$ cat src/rtl/jk_counter_scheduler.sv
// Round-robin sequencer sharing one 2-bit JK up/down counter between two requesters.
// Optional wrap guard (JK_SCHED_WRAP_GUARD_EN) stops a burst early at the counter's end stop.
module jk_counter_scheduler #(
  parameter int CNT_W = 4,
  parameter int Q_W   = 2
) (
  input  logic             clk,
  input  logic             reset,
  input  logic             req0_valid,
  input  logic             req0_dir,
  input  logic [CNT_W-1:0] req0_steps,
  output logic             req0_ready,
  input  logic             req1_valid,
  input  logic             req1_dir,
  input  logic [CNT_W-1:0] req1_steps,
  output logic             req1_ready,
  input  logic [Q_W-1:0]   cnt_q,
  output logic             cnt_en,
  output logic             cnt_dir,
  output logic             busy,
  output logic             done,
  output logic             done_id,
  output logic             sat
);

  typedef enum logic [1:0] {IDLE, RUN, DONE} state_t;

  state_t           state;
  logic             ptr;      // 1 = requester 1 wins the next contention
  logic             dir_q;
  logic             id_q;
  logic             sat_q;
  logic [CNT_W-1:0] rem;

  logic             grant1;
  logic             acc0;
  logic             acc1;
  logic             hit;
  logic [CNT_W-1:0] acc_steps;

  always_comb begin
    grant1    = req1_valid & (~req0_valid | ptr);
    acc0      = (state == IDLE) & ~reset & req0_valid & ~grant1;
    acc1      = (state == IDLE) & ~reset & grant1;
    acc_steps = acc1 ? req1_steps : req0_steps;
  end

`ifdef JK_SCHED_WRAP_GUARD_EN
  assign hit = (state == RUN) & (dir_q ? (cnt_q == {Q_W{1'b1}}) : (cnt_q == {Q_W{1'b0}}));
`else
  logic unused_cnt_q;
  assign unused_cnt_q = ^cnt_q;
  assign hit          = 1'b0;
`endif

  // Outputs are forced quiet while reset is held, even before the state register clears.
  assign req0_ready = acc0;
  assign req1_ready = acc1;
  assign cnt_en     = (state == RUN) & ~hit & ~reset;
  assign cnt_dir    = dir_q & ~reset;
  assign busy       = (state != IDLE) & ~reset;
  assign done       = (state == DONE) & ~reset;
  assign done_id    = done & id_q;
  assign sat        = done & sat_q;

  always_ff @(posedge clk) begin
    if (reset) begin
      state <= IDLE;
      ptr   <= 1'b0;
      dir_q <= 1'b0;
      id_q  <= 1'b0;
      sat_q <= 1'b0;
      rem   <= '0;
    end else begin
      case (state)
        IDLE: begin
          if (acc0 | acc1) begin
            dir_q <= acc1 ? req1_dir : req0_dir;
            id_q  <= acc1;
            ptr   <= ~acc1;
            sat_q <= 1'b0;
            rem   <= acc_steps;
            state <= (acc_steps == '0) ? DONE : RUN;
          end
        end
        RUN: begin
          if (hit) begin
            sat_q <= 1'b1;
            state <= DONE;
          end else begin
            rem <= rem - 1'b1;
            if (rem == CNT_W'(1)) state <= DONE;
          end
        end
        DONE:    state <= IDLE;
        default: state <= IDLE;
      endcase
    end
  end

endmodule

$ cat config.mk
export PLATFORM = sky130hd
export DESIGN_NAME = jk_counter_scheduler
export DESIGN_NICKNAME = d
export VERILOG_FILES = /design/src/rtl/jk_counter_scheduler.sv
export SDC_FILE = /design/constraint.sdc
export NUM_CORES = 1
export LEC_CHECK = 0
export CAP_MARGIN = 20
export CORE_MARGIN = 3
export CORE_UTILIZATION = 36
export CTS_CLUSTER_SIZE = 28
export DETAILED_ROUTE_END_ITERATION = 8
export HOLD_SLACK_MARGIN = 0.05
export PLACE_DENSITY = 0.72
export SLEW_MARGIN = 40
export SYNTH_ARGS = -nofsm -noshare
export SYNTH_HDL_FRONTEND = slang
export SYNTH_SLANG_ARGS = --single-unit
$ cat constraint.sdc
create_clock -name clk -period 1.45 [get_ports clk]
set_clock_uncertainty 0.1 [all_clocks]
set_input_delay 0.29 -clock clk [delete_from_list [all_inputs] [get_ports clk]]
set_output_delay 0.29 -clock clk [all_outputs]
set_load 0.1 [all_outputs]
Word-level counts from Yosys, hierarchy flattened
Index checks and enable logic that the tools add are counted.
{ "op_classes": {"n_addsub": 1, "eq_ne": 5, "muxes": 8, "n_bitwise": 16, "n_reduce_logical": 7} }
{ "ops": {"columns": ["cell", "n"], "rows": [
  ["AND 1 bit", 10],
  ["2-to-1 mux 4 bit", 2],
  ["case mux 4 bit (2 select lines)", 1],
  ["2-to-1 mux 2 bit", 3],
  ["AND reduction 2 bit", 3],
  ["equality test 4 x 1 -> 1 bit (second input constant)", 1],
  ["zero test 4 bit", 1],
  ["inequality test 2 x 1 -> 1 bit (second input constant)", 2],
  ["NOT 1 bit", 4],
  ["case mux 2 bit (2 select lines)", 1],
  ["nonzero test 2 bit", 2],
  ["subtractor 4 x 1 -> 4 bit (second input constant)", 1],
  ["equality test 2 x 1 -> 1 bit (second input constant)", 1],
  ["equality test 2 bit (second input constant)", 1],
  ["zero test 2 bit", 1],
  ["bitwise OR 1 bit", 2],
  ["2-to-1 mux 1 bit", 1]
]} }
{ "word_totals": {"ff_bits": 9, "input_bits": 16, "output_inout_bits": 8, "elab_cells": 42} }

Logic depth before layout (Yosys ltp)
{ "logic_depth": {"ltp_word": 9, "ltp_mapped": 5} }

Worst setup path after synthesis
Ideal clock, no wire load.
{ "synth_timing": {"path_kind": "input to output", "startpoint": "input port reset", "endpoint": "output port done_id", "t_arrival_ns": 3.702, "path_slack_ns": -2.642, "path_stages": 3, "n_path_buf": 1, "path_cell_list": "clkbuf_1 -> nor3b_1 -> and2_1"} }
{ "synth_between": {"elab_chain_cells": 3} }
{ "synth_rtl": {"columns": ["element", "line", "text"], "rows": [
  ["start: declaration", "8", "input logic reset,"],
  ["NOT 1 bit", "62", "assign done = (state == DONE) & ~reset;"],
  ["AND 1 bit", "62", null],
  ["net done", "21", "output logic done,"],
  ["AND 1 bit", "63", "assign done_id = done & id_q;"],
  ["end: declaration", "22", "output logic done_id,"]
]} }
The timed path passes the listed nets, and every way through them passes these cells.

Worst setup path after layout
{ "layout_timing": {"startpoint": "register state[1]", "endpoint": "output port req0_ready"} }
{ "layout_between": {"elab_chain_cells": 4} }
{ "layout_rtl": {"columns": ["element", "line", "text"], "rows": [
  ["start: declaration", "28", "state_t state;"],
  ["start signal: assignment", "83", "state <= (acc_steps == '0) ? DONE : RUN;"],
  ["zero test 2 bit", "43", "acc0 = (state == IDLE) & ~reset & req0_valid & ~grant1;"],
  ["AND 1 bit (3 in series)", "43", null],
  ["end: declaration", "12", "output logic req0_ready,"]
]} }
Every way passes these cells.

==> impl_results.md <==
- Finished Core Util: 0.843
- Slew @ Worst Pin: 0.506 ns
- RSZ-0062 raised after global routing: yes
- Die height: approximately 46 µm
- Syn_area_per_cell: 8.63 µm²
- Final setup margin: -0.327 ns
- HPWL Detailed: roughly 1200 µm
- Starting density of the core: 0.412
- Max_slew headroom: 0.660
- Initial antenna violation count: 0
- Nets@finish: around 130
- FF-to-FF path depth: 5
- Grt total ovfl: 0
- Top FF cell, synth: dfxtp_1
- PwrDens: roughly 1300 mW/mm²
- Via density: approximately 5.4
- Worst-path maximum fanout: 3
- Largest net degree at the start of global routing: 8
- Worst hold path class: in2reg
- Final std cells w/o fill: 125
- GRT Util Overall: 0.214
- Inserted Diodes: 0
- Overall Power: roughly 1500 µW
- Dpl cells: approximately 110
- Hold path startpoint: reset
- Top Ports: 24
- Slew Limit Fails: 0
- Antenna-violating nets left: 0
- Die area: 0.00209 mm²
- Vias in the first global route: between 700 and 800
- Later-pin clock latency in the skew report: about 0.27 ns
- Worst setup EP type: output port
- Site row count: 13
- Total number of vias: ~680
- Area growth, synth to finish: 105%
- Post-route design area: ~0.0012 mm²
- Clock sinks: 9
- WHS Path Cells: 4
- TritonCTS clock tree: yes
- Crit Path Category: reg2out
- FF-to-FF Start: state[1]
- Post-Syn Area: between 500 and 600 µm²
- Core Box Area: around 0.0014 mm²
- Die width: approximately 46 µm
- Async SR Flop Fraction: 0
- Worst-path clk slew: ~0.080 ns
- Seq cells post-synth: 9
- Pre-Repair DR Iteration Count: 4
- Num CTS Buffers: 3
- Syn Nets: 84
- Share of cells above drive strength 1: 0.500
- Minimum clock period after layout: about 1.8 ns
- Max Clk Rate: between 500 and 600 MHz
- Synth unique cells: 32
- Filler cells: 80
- Worst EP required: ~1.1 ns
- Max IR drop VDD: between 800 and 900 µV
- Sequential area share after synthesis: 0.316
- Data arrival, critical path: roughly 1.4 ns
- Crit Reg-Reg Endpoint: rem[3]
- Number of synthesized flops with an enable pin: 0
- Final wirelength: between 1500 and 2000 µm
- GP Congestion: 0.796
- Static Leak: between 0.0004 and 0.0005 µW
- First-pass GRT wire length: just over 3000 µm
- Failing checks: setup timing
- DR WL/cell: approximately 16 µm
- Htree depth: 1
- Tcrit/Tclk final: 1.23
- Cells after Synth: 66
- Clock Path Buffers: 2
- Most used cells in the layout excluding fill and tap cells: buf_4 (17), clkdlybuf4s50_1 (10), dfxtp_1 (7), buf_12 (7)
- DP Area: a little under 0.001 mm²
- DR DRC count: 0
- R2R Setup Slk: -0.19 ns
- Root Driver: clkbuf_4
- # setup viols final: 12
- Max-capacitance violation count: 0
- CP startpoint kind: register
- Status: finished, violations left
- IO Port Bufs: 20
- Fin. Hold Viols: 0
- Hold EP: ptr
- 1st-iter DRT viols: 6
- Commonest non-fill, non-tap cell in the layout: buf_4
- Synth Warn #: 0
[worst max path at each step]
stage / from / endpoint / slack (ns) / cells after the start
after floorplan: reset / done_id / -0.74 / 3
after global routing: state[1] / req0_ready / -0.39 / 4
after global placement: reset / req1_ready / -0.47 / 6
final: state[1] / req0_ready / -0.33 / 4
after CTS: state[1] / req0_ready / -0.29 / 4
after detailed placement: reset / rem[3] / -0.48 / 5
[what timing repair did]
| item | 4_1_cts | 5_1_grt |
|---|---|---|
| cloned | 0 | 0 |
| gates resized for setup | 21 | 7 |
| setup endpoints to repair | 14 | 13 |
| setup buffers | 8 | 2 |
| pin swaps | 7 | 4 |
| hold buffers | 0 | 0 |
[worst max-delay path, cell delays in order, from the launching register on]
cell and delay (ns):
dfxtp_2 0.34, nor3_4 0.25, buf_4 0.17, and3_4 0.18
buf_12 0.17
[logic make-up (layout without fill, tap and decap cells)]
family / Yosys count / in the layout / synth area share
flops: 9 / 9 / 0.316
simple gates: 26 / 26 / 0.281
mux: 6 / 6 / 0.114
other cells: 1 / 1 / 0.00659
fa+ha+maj: 2 / 2 / 0.0439
buf+inv: 7 / 51 / 0.0527
compound gates: 15 / 15 / 0.185
[power breakdown]
| group | internal, µW | switching (µW) |
|---|---|---|
| sequential | 317 | 63.2 |
| clock | 102 | 107 |
| combinational | 414 | 462 |
[routing by layer]
| metal | track usage | routed length [µm] | up-vias | share of wire |
|---|---|---|---|---|
| met1 | 0.221 | 787 | 316 | 0.40 |
| met3 | 0.0751 | 90 | 6 | 0.046 |
| met2 | 0.382 | 1060 | 25 | 0.54 |
| li1 | - | - | 328 | - |
| met4 | 0.0966 | 31 | 0 | 0.016 |
| met5 | 0 | 0 | - | 0 |
[state kept, by name, indices dropped and copies added, names as in the netlist]
name and cells:
dir_q 1, id_q 1, ptr 1, rem 4, state 2
[final cells by class]
class | count | area (µm²) | share of cell area
timing repair buffer | 43 | 462 | 0.396
tap | 15 | 18.8 | 0.0161
clock buffer | 3 | 22.5 | 0.0193
sequential | 9 | 185 | 0.159
inverter | 4 | 18.8 | 0.0161
clock inverter | 1 | 5.00 | 0.00429
multi-input combinational | 50 | 454 | 0.389
[through the flow]
step           hold slack [ns]  worst slack (ns)  TNS [ns]
2_1_floorplan            0.303            -0.739     -2.30
3_3_place_gp             0.369            -0.468     -5.29
3_5_place_dp             0.368            -0.483     -5.55
4_1_cts                  0.365            -0.295     -1.54
5_1_grt                  0.403            -0.389     -2.61
6_report                 0.388            -0.327     -1.83
[synth_stat cells (3+ instances only)]
library cell	n	area, µm²
dfxtp_1	9	180
mux2i_1	5	50.1
inv_1	4	15.0
nor2_1	7	26.3
nand2_1	5	18.8
nor4_1	3	18.8
No activity file was read; power rests on OpenSTA's default activity.
